==> config.mk <==
export PLATFORM = sky130hd
export DESIGN_NAME = hex_scan_display_flat
export DESIGN_NICKNAME = d
export VERILOG_FILES = /design/src/rtl/hex_scan_display_if.sv /design/src/rtl/hex_scan_display.sv /design/src/flat_wrapper.sv
export SDC_FILE = /design/constraint.sdc
export NUM_CORES = 1
export LEC_CHECK = 0
export BUFFER_PORTS_ARGS = -buffer_cell sky130_fd_sc_hd__buf_2
export CORE_UTILIZATION = 27
export CTS_CLUSTER_DIAMETER = 30
export CTS_CLUSTER_SIZE = 14
export DETAILED_ROUTE_END_ITERATION = 12
export SETUP_SLACK_MARGIN = 0.3
export SKIP_CTS_REPAIR_TIMING = 1
export SLEW_MARGIN = 15
export SYNTH_ARGS = -nofsm -noshare
export SYNTH_HDL_FRONTEND = slang
export SYNTH_SLANG_ARGS = --single-unit
==> constraint.sdc <==
create_clock -name clk -period 5.22 [get_ports clk]
set_clock_uncertainty 0.2 [all_clocks]
set_input_delay 0.522 -clock clk [delete_from_list [all_inputs] [get_ports clk]]
set_output_delay 0.522 -clock clk [all_outputs]
set_load 0.05 [all_outputs]
==> src/rtl/hex_scan_display_if.sv <==
// Display driver bus: value/decimal-point/load inputs from the datapath,
// segment/digit-enable pins and the frame strobe back out.
interface hex_scan_display_if #(
  parameter int NUM_DIGITS = 4
);
  logic [4*NUM_DIGITS-1:0] value;
  logic [NUM_DIGITS-1:0]   dp_in;
  logic                    load;
  logic                    blank_en;
  logic [0:6]              seg;
  logic                    dp;
  logic [NUM_DIGITS-1:0]   an;
  logic                    frame_done;

  modport master (
    output value, dp_in, load, blank_en,
    input  seg, dp, an, frame_done
  );

  modport slave (
    input  value, dp_in, load, blank_en,
    output seg, dp, an, frame_done
  );
endinterface

==> src/rtl/hex_scan_display.sv <==
// Time-multiplexed seven-segment hex driver with guard interval, leading-zero
// blanking and value updates that only take effect on frame boundaries.
module hex_scan_display #(
  parameter int NUM_DIGITS    = 4,
  parameter int CLK_DIV       = 50000,
  parameter int GUARD         = 2,
  parameter int AN_ACTIVE_LOW = 1
) (
  input  logic                clk,
  input  logic                rst_n,
  hex_scan_display_if.slave   bus
);
  localparam int CNT_W = $clog2(CLK_DIV);
  localparam int IDX_W = (NUM_DIGITS > 1) ? $clog2(NUM_DIGITS) : 1;
  localparam logic [CNT_W-1:0]      CNT_LAST = CNT_W'(CLK_DIV - 1);
  localparam logic [CNT_W-1:0]      GUARD_C  = CNT_W'(GUARD);
  localparam logic [IDX_W-1:0]      IDX_LAST = IDX_W'(NUM_DIGITS - 1);
  localparam logic [NUM_DIGITS-1:0] AN_OFF   = (AN_ACTIVE_LOW != 0) ? '1 : '0;

  logic [CNT_W-1:0]        cnt_reg;
  logic [IDX_W-1:0]        idx_reg;
  logic [4*NUM_DIGITS-1:0] pending_reg;
  logic [NUM_DIGITS-1:0]   pending_dp_reg;
  logic                    pending_valid_reg;
  logic [4*NUM_DIGITS-1:0] active_reg;
  logic [NUM_DIGITS-1:0]   active_dp_reg;
  logic [0:6]              seg_reg;
  logic                    dp_reg;
  logic [NUM_DIGITS-1:0]   an_reg;
  logic                    frame_done_reg;

  logic                    slot_end;
  logic                    frame_end;
  logic                    lit;
  logic [3:0]              nibble [NUM_DIGITS];
  logic [NUM_DIGITS:1]     zero_above;
  logic [NUM_DIGITS-1:0]   sel;
  logic [NUM_DIGITS-1:0]   blank;
  logic [3:0]              cur_nib;
  logic                    cur_dp;
  logic                    cur_blank;

  function automatic logic [0:6] decode(input logic [3:0] n);
    case (n)
      4'h0: decode = 7'b0000001;
      4'h1: decode = 7'b1001111;
      4'h2: decode = 7'b0010010;
      4'h3: decode = 7'b0000110;
      4'h4: decode = 7'b1001100;
      4'h5: decode = 7'b0100100;
      4'h6: decode = 7'b0100000;
      4'h7: decode = 7'b0001111;
      4'h8: decode = 7'b0000000;
      4'h9: decode = 7'b0000100;
      4'hA: decode = 7'b0001000;
      4'hB: decode = 7'b1100000;
      4'hC: decode = 7'b0110001;
      4'hD: decode = 7'b1000010;
      4'hE: decode = 7'b0110000;
      default: decode = 7'b0111000;
    endcase
  endfunction

  assign slot_end  = (cnt_reg == CNT_LAST);
  assign frame_end = slot_end && (idx_reg == IDX_LAST);
  assign lit       = (cnt_reg >= GUARD_C);

  // zero_above[k]: active nibbles k..NUM_DIGITS-1 are all zero
  assign zero_above[NUM_DIGITS] = 1'b1;

  genvar gi;
  generate
    for (gi = 0; gi < NUM_DIGITS; gi++) begin : g_digit
      assign nibble[gi] = active_reg[4*gi +: 4];
      assign sel[gi]    = (idx_reg == IDX_W'(gi));
      if (gi == 0) begin : g_lsd
        assign blank[gi] = 1'b0;
      end else begin : g_upper
        if (gi < NUM_DIGITS - 1) begin : g_chain
          assign zero_above[gi] = zero_above[gi+1] && (nibble[gi] == 4'h0);
        end else begin : g_top
          assign zero_above[gi] = (nibble[gi] == 4'h0);
        end
        assign blank[gi] = bus.blank_en && zero_above[gi];
      end
    end
  endgenerate

  always_comb begin
    cur_nib = 4'h0;
    for (int k = 0; k < NUM_DIGITS; k++) begin
      if (sel[k]) cur_nib = nibble[k];
    end
  end

  assign cur_dp    = |(sel & active_dp_reg);
  assign cur_blank = |(sel & blank);

  always_ff @(posedge clk or negedge rst_n) begin
    if (!rst_n) begin
      cnt_reg           <= '0;
      idx_reg           <= '0;
      pending_reg       <= '0;
      pending_dp_reg    <= '0;
      pending_valid_reg <= 1'b0;
      active_reg        <= '0;
      active_dp_reg     <= '0;
      seg_reg           <= 7'b1111111;
      dp_reg            <= 1'b1;
      an_reg            <= AN_OFF;
      frame_done_reg    <= 1'b0;
    end else begin
      cnt_reg <= slot_end ? '0 : cnt_reg + 1'b1;
      if (slot_end) begin
        idx_reg <= (idx_reg == IDX_LAST) ? '0 : idx_reg + 1'b1;
      end

      // A load landing on the boundary bypasses pending and wins outright
      if (frame_end) begin
        pending_valid_reg <= 1'b0;
        if (bus.load) begin
          active_reg    <= bus.value;
          active_dp_reg <= bus.dp_in;
        end else if (pending_valid_reg) begin
          active_reg    <= pending_reg;
          active_dp_reg <= pending_dp_reg;
        end
      end else if (bus.load) begin
        pending_reg       <= bus.value;
        pending_dp_reg    <= bus.dp_in;
        pending_valid_reg <= 1'b1;
      end

      frame_done_reg <= frame_end;
      an_reg         <= lit ? (sel ^ AN_OFF) : AN_OFF;
      seg_reg        <= (lit && !cur_blank) ? decode(cur_nib) : 7'b1111111;
      dp_reg         <= lit ? ~cur_dp : 1'b1;
    end
  end

  assign bus.seg        = seg_reg;
  assign bus.dp         = dp_reg;
  assign bus.an         = an_reg;
  assign bus.frame_done = frame_done_reg;
endmodule
==> src/flat_wrapper.sv <==
// flat-port wrapper written by rule: the top's interface ports become plain ports
module hex_scan_display_flat 
#(
  parameter int NUM_DIGITS    = 4,
  parameter int CLK_DIV       = 50000,
  parameter int GUARD         = 2,
  parameter int AN_ACTIVE_LOW = 1
)
  (clk, rst_n, bus_value, bus_dp_in, bus_load, bus_blank_en, bus_seg, bus_dp, bus_an, bus_frame_done);
  hex_scan_display_if #(.NUM_DIGITS(NUM_DIGITS)) bus_i ();
  input  logic clk;
  input  logic rst_n;
  input wire logic [$bits(bus_i.value)-1:0] bus_value;
  input wire logic [$bits(bus_i.dp_in)-1:0] bus_dp_in;
  input wire logic [$bits(bus_i.load)-1:0] bus_load;
  input wire logic [$bits(bus_i.blank_en)-1:0] bus_blank_en;
  output wire logic [$bits(bus_i.seg)-1:0] bus_seg;
  output wire logic [$bits(bus_i.dp)-1:0] bus_dp;
  output wire logic [$bits(bus_i.an)-1:0] bus_an;
  output wire logic [$bits(bus_i.frame_done)-1:0] bus_frame_done;
  assign bus_i.value = bus_value;
  assign bus_i.dp_in = bus_dp_in;
  assign bus_i.load = bus_load;
  assign bus_i.blank_en = bus_blank_en;
  assign bus_seg = bus_i.seg;
  assign bus_dp = bus_i.dp;
  assign bus_an = bus_i.an;
  assign bus_frame_done = bus_i.frame_done;
  hex_scan_display #(.NUM_DIGITS(NUM_DIGITS), .CLK_DIV(CLK_DIV), .GUARD(GUARD), .AN_ACTIVE_LOW(AN_ACTIVE_LOW)) u_core (.clk(clk), .rst_n(rst_n), .bus(bus_i));
endmodule
Yosys cells after proc, flatten, opt, wreduce, memory -nomap -nowiden
Memory sizes are Yosys's and may differ from the RTL's.
Cells that the tools add are included.
Operators by class
  $add $sub $neg: 2
  magnitude comparators: 1
  equality and inequality tests: 4
  muxes and demuxes: 15
  bitwise logic cells: 5
  reduce and logical (&&, ||, !) cells: 18
Operator list (number)
  16-bit two-way mux: 3
  4-bit two-way mux: 7
  16-bit by 1-bit adder with 16-bit output (second input constant): 1
  16-bit equality test (second input constant): 1
  16-bit by 2-bit >= comparator with 1-bit output (second input constant): 1
  4-bit zero test: 3
  4-bit bitwise AND: 2
  4-bit OR reduction: 2
  1-bit logical AND: 7
  7-bit two-way mux: 1
  2-bit equality test (second input constant): 2
  4-bit NOT: 1
  2-bit AND reduction: 2
  2-bit nonzero test: 2
  1-bit two-way mux: 3
  2-bit by 1-bit adder with 2-bit output (second input constant): 1
  2-bit by 1-bit equality test with 1-bit output (second input constant): 1
  2-bit zero test: 1
  2-bit two-way mux: 1
  1-bit NOT: 2
  1-bit zero test: 1
Word-level totals
  register bits: 72
  bits in read-only memories: 112
  output and inout bits: 13
  logic and storage cells: 57
  memories: 1
Memory list
  (no name shown): words 16, width 7, read ports 1, clocked after memory_dff 0, write ports 0, line hex_scan_display.sv:44  | case (n)

Logic depth before layout (Yosys ltp)
Gate-level depths: netlist of run 1.
  depth in word-level cells: 9
  depth in mapped cells: 11
  depth with buffers taken out: 10

Least setup slack after synthesis of run 1
No wires, ideal clock.
  path type: reg-to-reg
  start point: reg u_core.idx_reg[0]
  end point: reg u_core.seg_reg (netlist bit u_core.bus.seg[3])
  library setup time: 0.061 ns
  arrival: 2.135 ns
  slack: 2.824 ns
  stages on the path, launching flop included: 12
  buffers on the path: 1
  cells stage by stage: dfrtp_1 > inv_1 > ha_1 > clkbuf_1 > a21oi_1 > a221oi_1 > a21oi_1 > inv_1 > ha_1 > mux2i_1 > mux2_2 > nand2_1
On the way
  word-level cells in the longest chain between the ends: 7
  elaborated cells on any way between the ends: 14
RTL lines
  start: declaration: line hex_scan_display.sv:21  | logic [IDX_W-1:0] idx_reg;
  start signal: assignment: line hex_scan_display.sv:115  | idx_reg <= (idx_reg == IDX_LAST) ? '0 : idx_reg + 1'b1;
  2-bit zero test: line hex_scan_display.sv:75  | assign sel[gi] = (idx_reg == IDX_W'(gi));
  4-bit two-way mux (4 in series): line hex_scan_display.sv:92  | if (sel[k]) cur_nib = nibble[k];
  memory read 16 x 7 bit
  7-bit two-way mux (*): line hex_scan_display.sv:136  | seg_reg <= (lit && !cur_blank) ? decode(cur_nib) : 7'b1111111;
  end signal: assignment: line hex_scan_display.sv:136
  end: declaration: line hex_scan_display.sv:27  | logic [0:6] seg_reg;
Every way passes the cells marked *; elsewhere a longest branch is shown, timed or not.
A chain may end at the register's enable or synchronous reset.

Final worst setup path of run 1
  start point: reg u_core.cnt_reg[13]
  end point: reg u_core.pending_reg[9]
On the way
  word-level cells in the longest chain between the ends: 4
RTL lines
  start: declaration: line hex_scan_display.sv:20  | logic [CNT_W-1:0] cnt_reg;
  start signal: assignment: line hex_scan_display.sv:113  | cnt_reg <= slot_end ? '0 : cnt_reg + 1'b1;
  16-bit equality test: line hex_scan_display.sv:64  | assign slot_end = (cnt_reg == CNT_LAST);
  1-bit logical AND: line hex_scan_display.sv:65  | assign frame_end = slot_end && (idx_reg == IDX_LAST);
  via u_core.frame_end: line hex_scan_display.sv:33  | logic frame_end;
  1-bit NOT (no line)
  2-bit AND reduction (no line)
  end signal: assignment: line hex_scan_display.sv:129  | pending_reg <= bus.value;
  end: declaration: line hex_scan_display.sv:22  | logic [4*NUM_DIGITS-1:0] pending_reg;
The timed path passes the listed nets, and every way through them passes these cells.

==> results of run 1 <==
worst paths after layout:
kind / start / endpoint / slack, ns
min in group clk: bus_value[2] / u_core.pending_reg[2]$_DFFE_PN0P_ / 0.22
max in group asynchronous: rst_n / u_core.pending_dp_reg[2]$_DFFE_PN0P_ / 4.02
min: rst_n / u_core.cnt_reg[13]$_DFF_PN0_ / 0.22
max reg2reg: u_core.cnt_reg[13]$_DFF_PN0_ / u_core.pending_reg[9]$_DFFE_PN0P_ / 2.13
max: u_core.cnt_reg[13]$_DFF_PN0_ / u_core.pending_reg[9]$_DFFE_PN0P_ / 2.13
min reg2reg: u_core.pending_valid_reg$_DFFE_PN0P_ / u_core.pending_valid_reg$_DFFE_PN0P_ / 0.28
kinds of logic (layout without fill, tap and decap cells):
| logic type | Yosys count | after routing | share of synthesized area [%] |
|---|---|---|---|
| buffers and inverters | 21 | 64 | 2.83 |
| multiplexers | 64 | 64 | 21.8 |
| adder cells (fa/ha/maj) | 12 | 12 | 4.20 |
| XOR/XNOR | 13 | 13 | 3.18 |
| AO/OA/AOI/OAI | 28 | 28 | 5.49 |
| flip-flops | 72 | 72 | 50.8 |
| AND/OR/NAND/NOR | 80 | 80 | 11.7 |
where the power goes:
group	total (uW)	internal (uW)	switching [uW]	leakage (uW)
clock	655	418	237	0.000148
combinational	63.5	33.5	30.0	0.000897
sequential	581	574	6.89	0.000888
Yosys cell counts, types with 2 or more instances:
cell type,count
mux2_2,35
nor4_1,3
dfrtp_1,60
nor3_1,2
dfstp_2,12
o21ai_0,4
nand3b_1,4
buf_6,2
a22o_1,2
nor2b_1,6
xor2_1,4
nand2_1,21
buf_4,2
o211ai_1,2
and3_1,2
nand3_1,8
inv_1,10
ha_1,12
nor3b_1,2
a21oi_1,6
nor2_1,19
mux2_1,4
a211oi_1,4
clkbuf_1,7
a22oi_1,4
mux2_4,18
nand4_1,5
nand2b_1,2
xnor2_1,9
mux2i_1,7
worst reg2reg max path: stages, from the launching register on:
cell and delay, ns:
dfrtp_1 0.40, or4_1 0.55, nor4_2 0.24, nor4b_2 0.34, nand2b_1 0.82, mux2_2 0.42
layer usage:
layer / part of all wire [%] / global-route usage [%] / wire length [um] / vias up
li1: - / - / - / 1096
met5: 0 / 0 / 0 / -
met4: 2.0 / 5.06 / 139 / 0
met2: 43 / 16.7 / 2990 / 42
met3: 4.6 / 2.47 / 320 / 11
met1: 51 / 14.7 / 3520 / 1093
final cells by class:
type | count | area (um2)
Multi-Input combinational cell | 197 | 1660
Fill cell | 1270 | 8530
Sequential cell | 72 | 1820
Clock inverter | 7 | 96.3
Tap cell | 172 | 215
Timing Repair Buffer | 38 | 195
Inverter | 10 | 37.5
Clock buffer | 9 | 225
per-stage QoR:
step                      setup WS, ns  cells  power [uW]  area [um2]
final                             2.13    505        1300        4250
after global routing              2.00    505        1340        4250
after CTS                         2.09    505        1320        4250
after detailed placement          2.10    489         656        3930
after global placement            2.22    489         654        3930
after floorplan                   2.82    290         627        3580
==> results.cfg, run 1 <==
[synthesis]
ys_seq_elements = 72
synth.area.top_cells = dfrtp_1 (42%), mux2_2 (11%), dfstp_2 (8.8%), mux2_4 (7.6%), ha_1 (4.2%)
synth_nets = 326
seq_area_frac_synth_pct = 50.8
async_flop_share_pct = 100
syn-cell-area_mm2 = 0.00358
synth_top_area_share_pct = 42.0
synth-edff-count = 0
ys.flop_type = dfrtp_1
ys_warn_count = 0
avgSynthCellArea_um2 = 12.3
yosys.area.top_type = dfrtp_1
syn_inst = 290
yosysUniqueCellTypes = 42

[route]
post-route-drc-count = 0
routedWlPerCell_um = 13.8
first_pass_iters = 5
drt_wl_total_mm = 6.96
vias = 2242
drtIter0Drc = 106
viasPerCell = 4.44
ant_nets = 0

[global_routing]
antenna_found_initial = 0
grt_pass1_wl_mm = 11.5
grt_max_degree = 73
first_global_vias = 2296
track_usage_pct = 10.9
grt-ovfl-total = 0

[worst_setup_path]
critPathTopFamily = simple AND/OR/NAND/NOR gates
cp_cell_sequence = or4_1 > nor4_2 > nor4b_2 > nand2b_1 > mux2_2
cp_slowest_cell = nand2b_1
critPathMaxFanout = 20
cp.arrival_ns = 3.09
critPathCaptureType = flop
critical_path_buf_inv_count = 0
worst_r2r_path_depth = 5
max_stage_delay_ns = 0.82
worst-setup-path-type = flop to flop
cp.required_ns = 5.22
startpoint_type = flop
crit_cells = 5

[finish]
post-route-util_pct = 33.2
final_common_cell = dfrtp_1
diodes = 0
final_cell_mix = dfrtp_1 (60), buf_2 (36), mux2_2 (35)
nNetsFinal = 364
area_growth_pct = 18.7
layout-drive-gt1-share_pct = 37.2

[sta]
rsz0062_at_grt = false
relSlewSlack_pct = 33.1
period_share_pct = 59.2
worst_pin_slew_ns = 1.00
fin_setup_tns_ns = 0
setup_viol = 0
fmax_mhz = 324
worst_hold_slack_ns = 0.215
slew_violations = 0
finalCriticalPeriod_ns = 3.09
hold_viol = 0

[cts]
h-tree-depth = 3
cts_max_path_buffers = 2
cts-root-buf = clkbuf_16
clk_pin_slew_worst_paths_ns = 0.05
cts_buffers = 9
cts.sinks = 72
clk_latency_ns = 0.33
cts_tree = done

[status]
status = completed

[place]
io_buffers = 36
place_congestion = 0.765
dp_hpwl_mm = 4.82

[pwr]
peakVddDrop_mv = 0.209
leakagePower_uw = 0.00193
cellPowerDensity_mw_per_mm2 = 306

[run]
cap_violations = 0

[die]
die-area_mm2 = 0.0137
die_x_um = 117
die_h_um = 117
core_area_mm2 = 0.0128
num_rows = 41
ios = 37
initial_utilization_pct = 28.0

[min_path]
hold_path.class = primary input to async pin
(Power assumes the default switching activity.)
==> run 2, diff against run 1 <==
==> constraint.sdc (replaced) <==
create_clock -name clk -period 2.62 [get_ports clk]
set_clock_uncertainty 0.2 [all_clocks]
set_input_delay 0.262 -clock clk [delete_from_list [all_inputs] [get_ports clk]]
set_output_delay 0.262 -clock clk [all_outputs]
set_load 0.05 [all_outputs]
==> run 2 against run 1 <==
The run now ends with negative hold slack left. Sequential cell count unchanged. Sequential power is 100% higher. Via count increased by 8.0%. Core utilization up 4.3 points. Cell count up 7.1%. Routed wire length up 8.9%. Count of clock-buffer cells in the layout is 3 higher. Critical path type unchanged.
==> results.cfg, run 2 (same netlist as run 1, synthesis figures left out) <==
[status]
status = finished, violations left
violations = negative hold slack

[worst_setup_path]
cp_slowest_cell = or4_4
cp.arrival_ns = 2.45
critPathCaptureType = flop
cp_cell_sequence = or4_4 > nor4_4 > nor4b_4 > nand2b_4 > buf_8 > mux2_4
cp.required_ns = 2.64
startpoint_type = flop
worst-setup-path-type = flop to flop
max_stage_delay_ns = 0.55
critPathMaxFanout = 7

[global_routing]
first_global_vias = 2343
antenna_found_initial = 0
grt_pass1_wl_mm = 11.8
track_usage_pct = 11.6
grt-ovfl-total = 0
grt_max_degree = 42

[cts]
cts-root-buf = clkbuf_16
cts_buffers = 9
h-tree-depth = 3
cts_max_path_buffers = 2
clk_latency_ns = 0.33
clk_pin_slew_worst_paths_ns = 0.05
cts.sinks = 72
cts_tree = done

[sta]
relSlewSlack_pct = 51.6
fmax_mhz = 411
finalCriticalPeriod_ns = 2.43
rsz0062_at_grt = true
worst_hold_slack_ns = -0.00492
fin_setup_tns_ns = 0
hold_viol = 1
period_share_pct = 92.8
worst_pin_slew_ns = 0.726
setup_viol = 0
slew_violations = 0

[pwr]
leakagePower_uw = 0.00224
power_frac_clock_pct = 45.5
p_seq_share_pct = 46.8
power.internal_uw = 1940
peakVddDrop_mv = 0.269
power.share.combinational_pct = 7.6
p_total_uw = 2480
p_sw_share_pct = 21.6
p_sw_uw = 535
cellPowerDensity_mw_per_mm2 = 517

[finish]
fillers = 1216
area_growth_pct = 34.1
final_common_cell = dfrtp_1
multi_input_area_mm2 = 0.00188
diodes = 0
seqCellArea_mm2 = 0.00182
nNetsFinal = 401
layout-drive-gt1-share_pct = 44.4
final_cell_mix = dfrtp_1 (60), mux2_4 (38), buf_2 (36)

[die]
die_x_um = 117
die-area_mm2 = 0.0137
initial_utilization_pct = 28.0
ios = 37
num_rows = 41
core_area_mm2 = 0.0128
die_h_um = 117

[route]
ant_nets = 0
first_pass_iters = 4
drt_wl_total_mm = 7.59
routedWlPerCell_um = 14.0
drtIter0Drc = 143
post-route-drc-count = 0
vias = 2422
viasPerCell = 4.48

[min_path]
hold_path.class = primary input to flop

[place]
dp_hpwl_mm = 5.12
place_congestion = 0.801
io_buffers = 36

[run]
cap_violations = 0
==> run 2: changes by cell type in the layout (fill, tap and decap cells not counted), sizes merged <==
cell,before,now
dlygate4sd3,0,20
buf,38,55
clkbuf,9,12
bufinv,2,0
clkinvlp,3,1
==> run 2: metrics by stage <==
| stage | utilization (%) | hold WS [ns] | instances | cell area (um2) | setup WS (ns) |
|---|---|---|---|---|---|
| after detailed placement | 31.6 | 0.177 | 502 | 4040 | 0.0324 |
| after global placement | 31.6 | 0.154 | 502 | 4040 | 0.0947 |
| after CTS | 33.8 | -0.175 | 517 | 4310 | 0.0170 |
| after global routing | 37.6 | 0.00178 | 541 | 4800 | 0.0974 |
| after floorplan | - | -0.234 | 290 | 3580 | 0.298 |
| final | 37.6 | -0.00492 | 541 | 4800 | 0.189 |
==> run 2: power by group through the flow <==
stage | logic (uW) | registers, uW | clock network [uW]
floorplan | 75.4 | 1170 | 0
global placement | 135 | 1180 | 0
detailed placement | 139 | 1180 | 0
CTS | 140 | 1160 | 1140
global route | 207 | 1160 | 1190
finish | 190 | 1160 | 1130
==> run 2: path summary, 6_finish.rpt <==
check	slack (ns)	to	from	cells past startpoint
worst max-delay path	0.19	u_core.pending_reg[8]$_DFFE_PN0P_	u_core.cnt_reg[13]$_DFF_PN0_	6
worst min-delay path	-0.005	u_core.pending_reg[1]$_DFFE_PN0P_	bus_value[1]	2
worst max register to register	0.19	u_core.pending_reg[8]$_DFFE_PN0P_	u_core.cnt_reg[13]$_DFF_PN0_	6
worst min register to register	0.28	u_core.pending_valid_reg$_DFFE_PN0P_	u_core.pending_valid_reg$_DFFE_PN0P_	2
max in group asynchronous	1.17	u_core.bus.an[2]$_DFF_PN1_	rst_n	3
min in group asynchronous	0.33	u_core.pending_reg[9]$_DFFE_PN0P_	rst_n	2
==> run 2: layout make-up <==
cell class / count / share of cell area [%]
multi-input cells: 197 / 39.3
flip-flops and latches: 72 / 37.9
repair buffers: 75 / 11.9
clock buffers: 12 / 5.35
well taps: 172 / 4.49
inverters: 10 / 0.782
clock inverters: 3 / 0.365
==> run 2: routing by layer <==
metal	global-route usage [%]	vias to the layer above	part of all wire, %
met4	5.57	0	2.2
met5	0	-	0
met1	16.2	1188	50
li1	-	1172	-
met2	17.1	48	44
met3	2.37	14	3.3
==> run 2: critical path: cells and delay by family (launching register included) <==
kind | cells | cell delay, ns
AND/OR/NAND/NOR | 4 | 1.27
flip-flops | 1 | 0.39
multiplexers | 1 | 0.30
buffers and inverters | 1 | 0.15
==> run 3, diff against run 2 <==
--- a/config.mk
+++ b/config.mk
@@ -10,6 +10,7 @@
 export CTS_CLUSTER_DIAMETER = 30
 export CTS_CLUSTER_SIZE = 14
 export DETAILED_ROUTE_END_ITERATION = 12
+export PLACE_DENSITY = 0.54
 export SETUP_SLACK_MARGIN = 0.3
 export SKIP_CTS_REPAIR_TIMING = 1
 export SLEW_MARGIN = 15
==> run 3 against run 2 <==
The flow now finishes without violations. Die area is the same. Via count is essentially flat. Clock power grew 9%. Power grew 2.8%. Sequential power is essentially flat. Critical path type unchanged.
==> results.cfg, run 3 (same netlist as run 1, synthesis figures left out) <==
[worst_setup_path]
worst_r2r_path_depth = 6
cp.required_ns = 2.64
critPathCaptureType = flop
cp.arrival_ns = 2.48
rrSetupSlack_ns = 0.16
worst-setup-path-type = flop to flop
startpoint_type = flop
critPathMaxFanout = 10

[finish]
final_area_mm2 = 0.00474
nNetsFinal = 405
final_cell_mix = dfrtp_1 (60), buf_2 (36), mux2_2 (35)
stdcell_count = 546
area_growth_pct = 32.4
diodes = 0
final_common_cell = dfrtp_1
layout-drive-gt1-share_pct = 43.9

[cts]
clk_latency_ns = 0.34
cts_buffers = 9
h-tree-depth = 3
cts_max_path_buffers = 2
clk_pin_slew_worst_paths_ns = 0.06
cts.sinks = 72
cts_tree = done
cts-root-buf = clkbuf_16

[route]
vias = 2420
first_pass_iters = 4
ant_nets = 0
post-route-drc-count = 0
routedWlPerCell_um = 14.0
viasPerCell = 4.43
drtIter0Drc = 63
drt_wl_total_mm = 7.63

[place]
dp_cells = 503
placed_area_mm2 = 0.00405
place_congestion = 0.822
dp_hpwl_mm = 5.21
io_buffers = 36

[sta]
relSlewSlack_pct = 54.5
finalCriticalPeriod_ns = 2.46
slew_violations = 0
setup_viol = 0
rsz0062_at_grt = true
hold_viol = 0
worst_pin_slew_ns = 0.682
fin_setup_tns_ns = 0
worst_hold_slack_ns = 0.180
fmax_mhz = 406
period_share_pct = 94.0

[pwr]
leakagePower_uw = 0.00216
peakVddDrop_mv = 0.287
cellPowerDensity_mw_per_mm2 = 538
power.share.combinational_pct = 6.3
p_sw_share_pct = 21.5
p_seq_share_pct = 45.4
power_frac_clock_pct = 48.3
p_sw_uw = 549
power.internal_uw = 2000

[min_path]
hold_depth = 3
hold_path.class = primary input to flop

[global_routing]
track_usage_pct = 12.1
grt_pass1_wl_mm = 12.2
grt_max_degree = 32
grt-ovfl-total = 0
antenna_found_initial = 0
first_global_vias = 2405

[die]
num_rows = 41
ios = 37
die_x_um = 117
core_area_mm2 = 0.0128
die-area_mm2 = 0.0137
initial_utilization_pct = 28.0
die_h_um = 117

[status]
status = completed

[run]
cap_violations = 0
## run 3: changes by cell type in the layout (fill, tap and decap cells not counted), moves of 3 or more
cell,before,now
buf_4,12,17
mux2_4,38,18
mux2_2,19,35
mux2_1,0,4
buf_8,3,0
## run 3: stage by stage
step / power, uW / util, % / worst slack, ns
floorplan: 1250 / - / 0.298
global placement: 1310 / 31.7 / 0.108
detailed placement: 1320 / 31.7 / 0.0881
CTS: 2560 / 34.0 / 0.0748
global route: 2650 / 37.1 / 0.0348
finish: 2550 / 37.1 / 0.156
## run 3: area by class of cell
type / instances / area, um2
Clock buffer: 11 / 243
Multi-Input combinational cell: 197 / 1790
Fill cell: 1253 / 8040
Sequential cell: 72 / 1820
Timing Repair Buffer: 79 / 583
Tap cell: 172 / 215
Clock inverter: 5 / 56.3
Inverter: 10 / 37.5
## run 3: path summary, 6_finish.rpt
path / startpoint / end
setup / recovery: u_core.cnt_reg[13]$_DFF_PN0_ / u_core.pending_reg[14]$_DFFE_PN0P_
min in group asynchronous: rst_n / u_core.cnt_reg[2]$_DFF_PN0_
max in group asynchronous: rst_n / u_core.bus.seg[4]$_DFF_PN1_
setup reg to reg: u_core.cnt_reg[13]$_DFF_PN0_ / u_core.pending_reg[14]$_DFFE_PN0P_
hold / removal: bus_load / u_core.pending_valid_reg$_DFFE_PN0P_
hold reg to reg: u_core.pending_reg[3]$_DFFE_PN0P_ / u_core.pending_reg[3]$_DFFE_PN0P_
## run 3: power by group through the flow
stage	clock network, uW	logic, uW	registers (uW)
final	1230	161	1160
after global routing	1310	181	1160
after CTS	1270	140	1160
after detailed placement	0	139	1180
after global placement	0	136	1170
after floorplan	0	75.4	1170
## run 3: critical path, cell delays in order, from the launching register on
cell and delay (ns):
dfrtp_1 0.40, or4_4 0.56, nor4_4 0.21, nor4b_4 0.29, nand2b_4 0.19, buf_6 0.16, mux2_2 0.35
## run 3: routing by layer
layer | global-route usage (%) | up-vias | part of all wire, %
met4 | 7.17 | 0 | 1.8
met2 | 18.1 | 35 | 47
met1 | 15.7 | 1198 | 49
met5 | 0 | - | 0
met3 | 3.14 | 10 | 2.5
li1 | - | 1177 | -
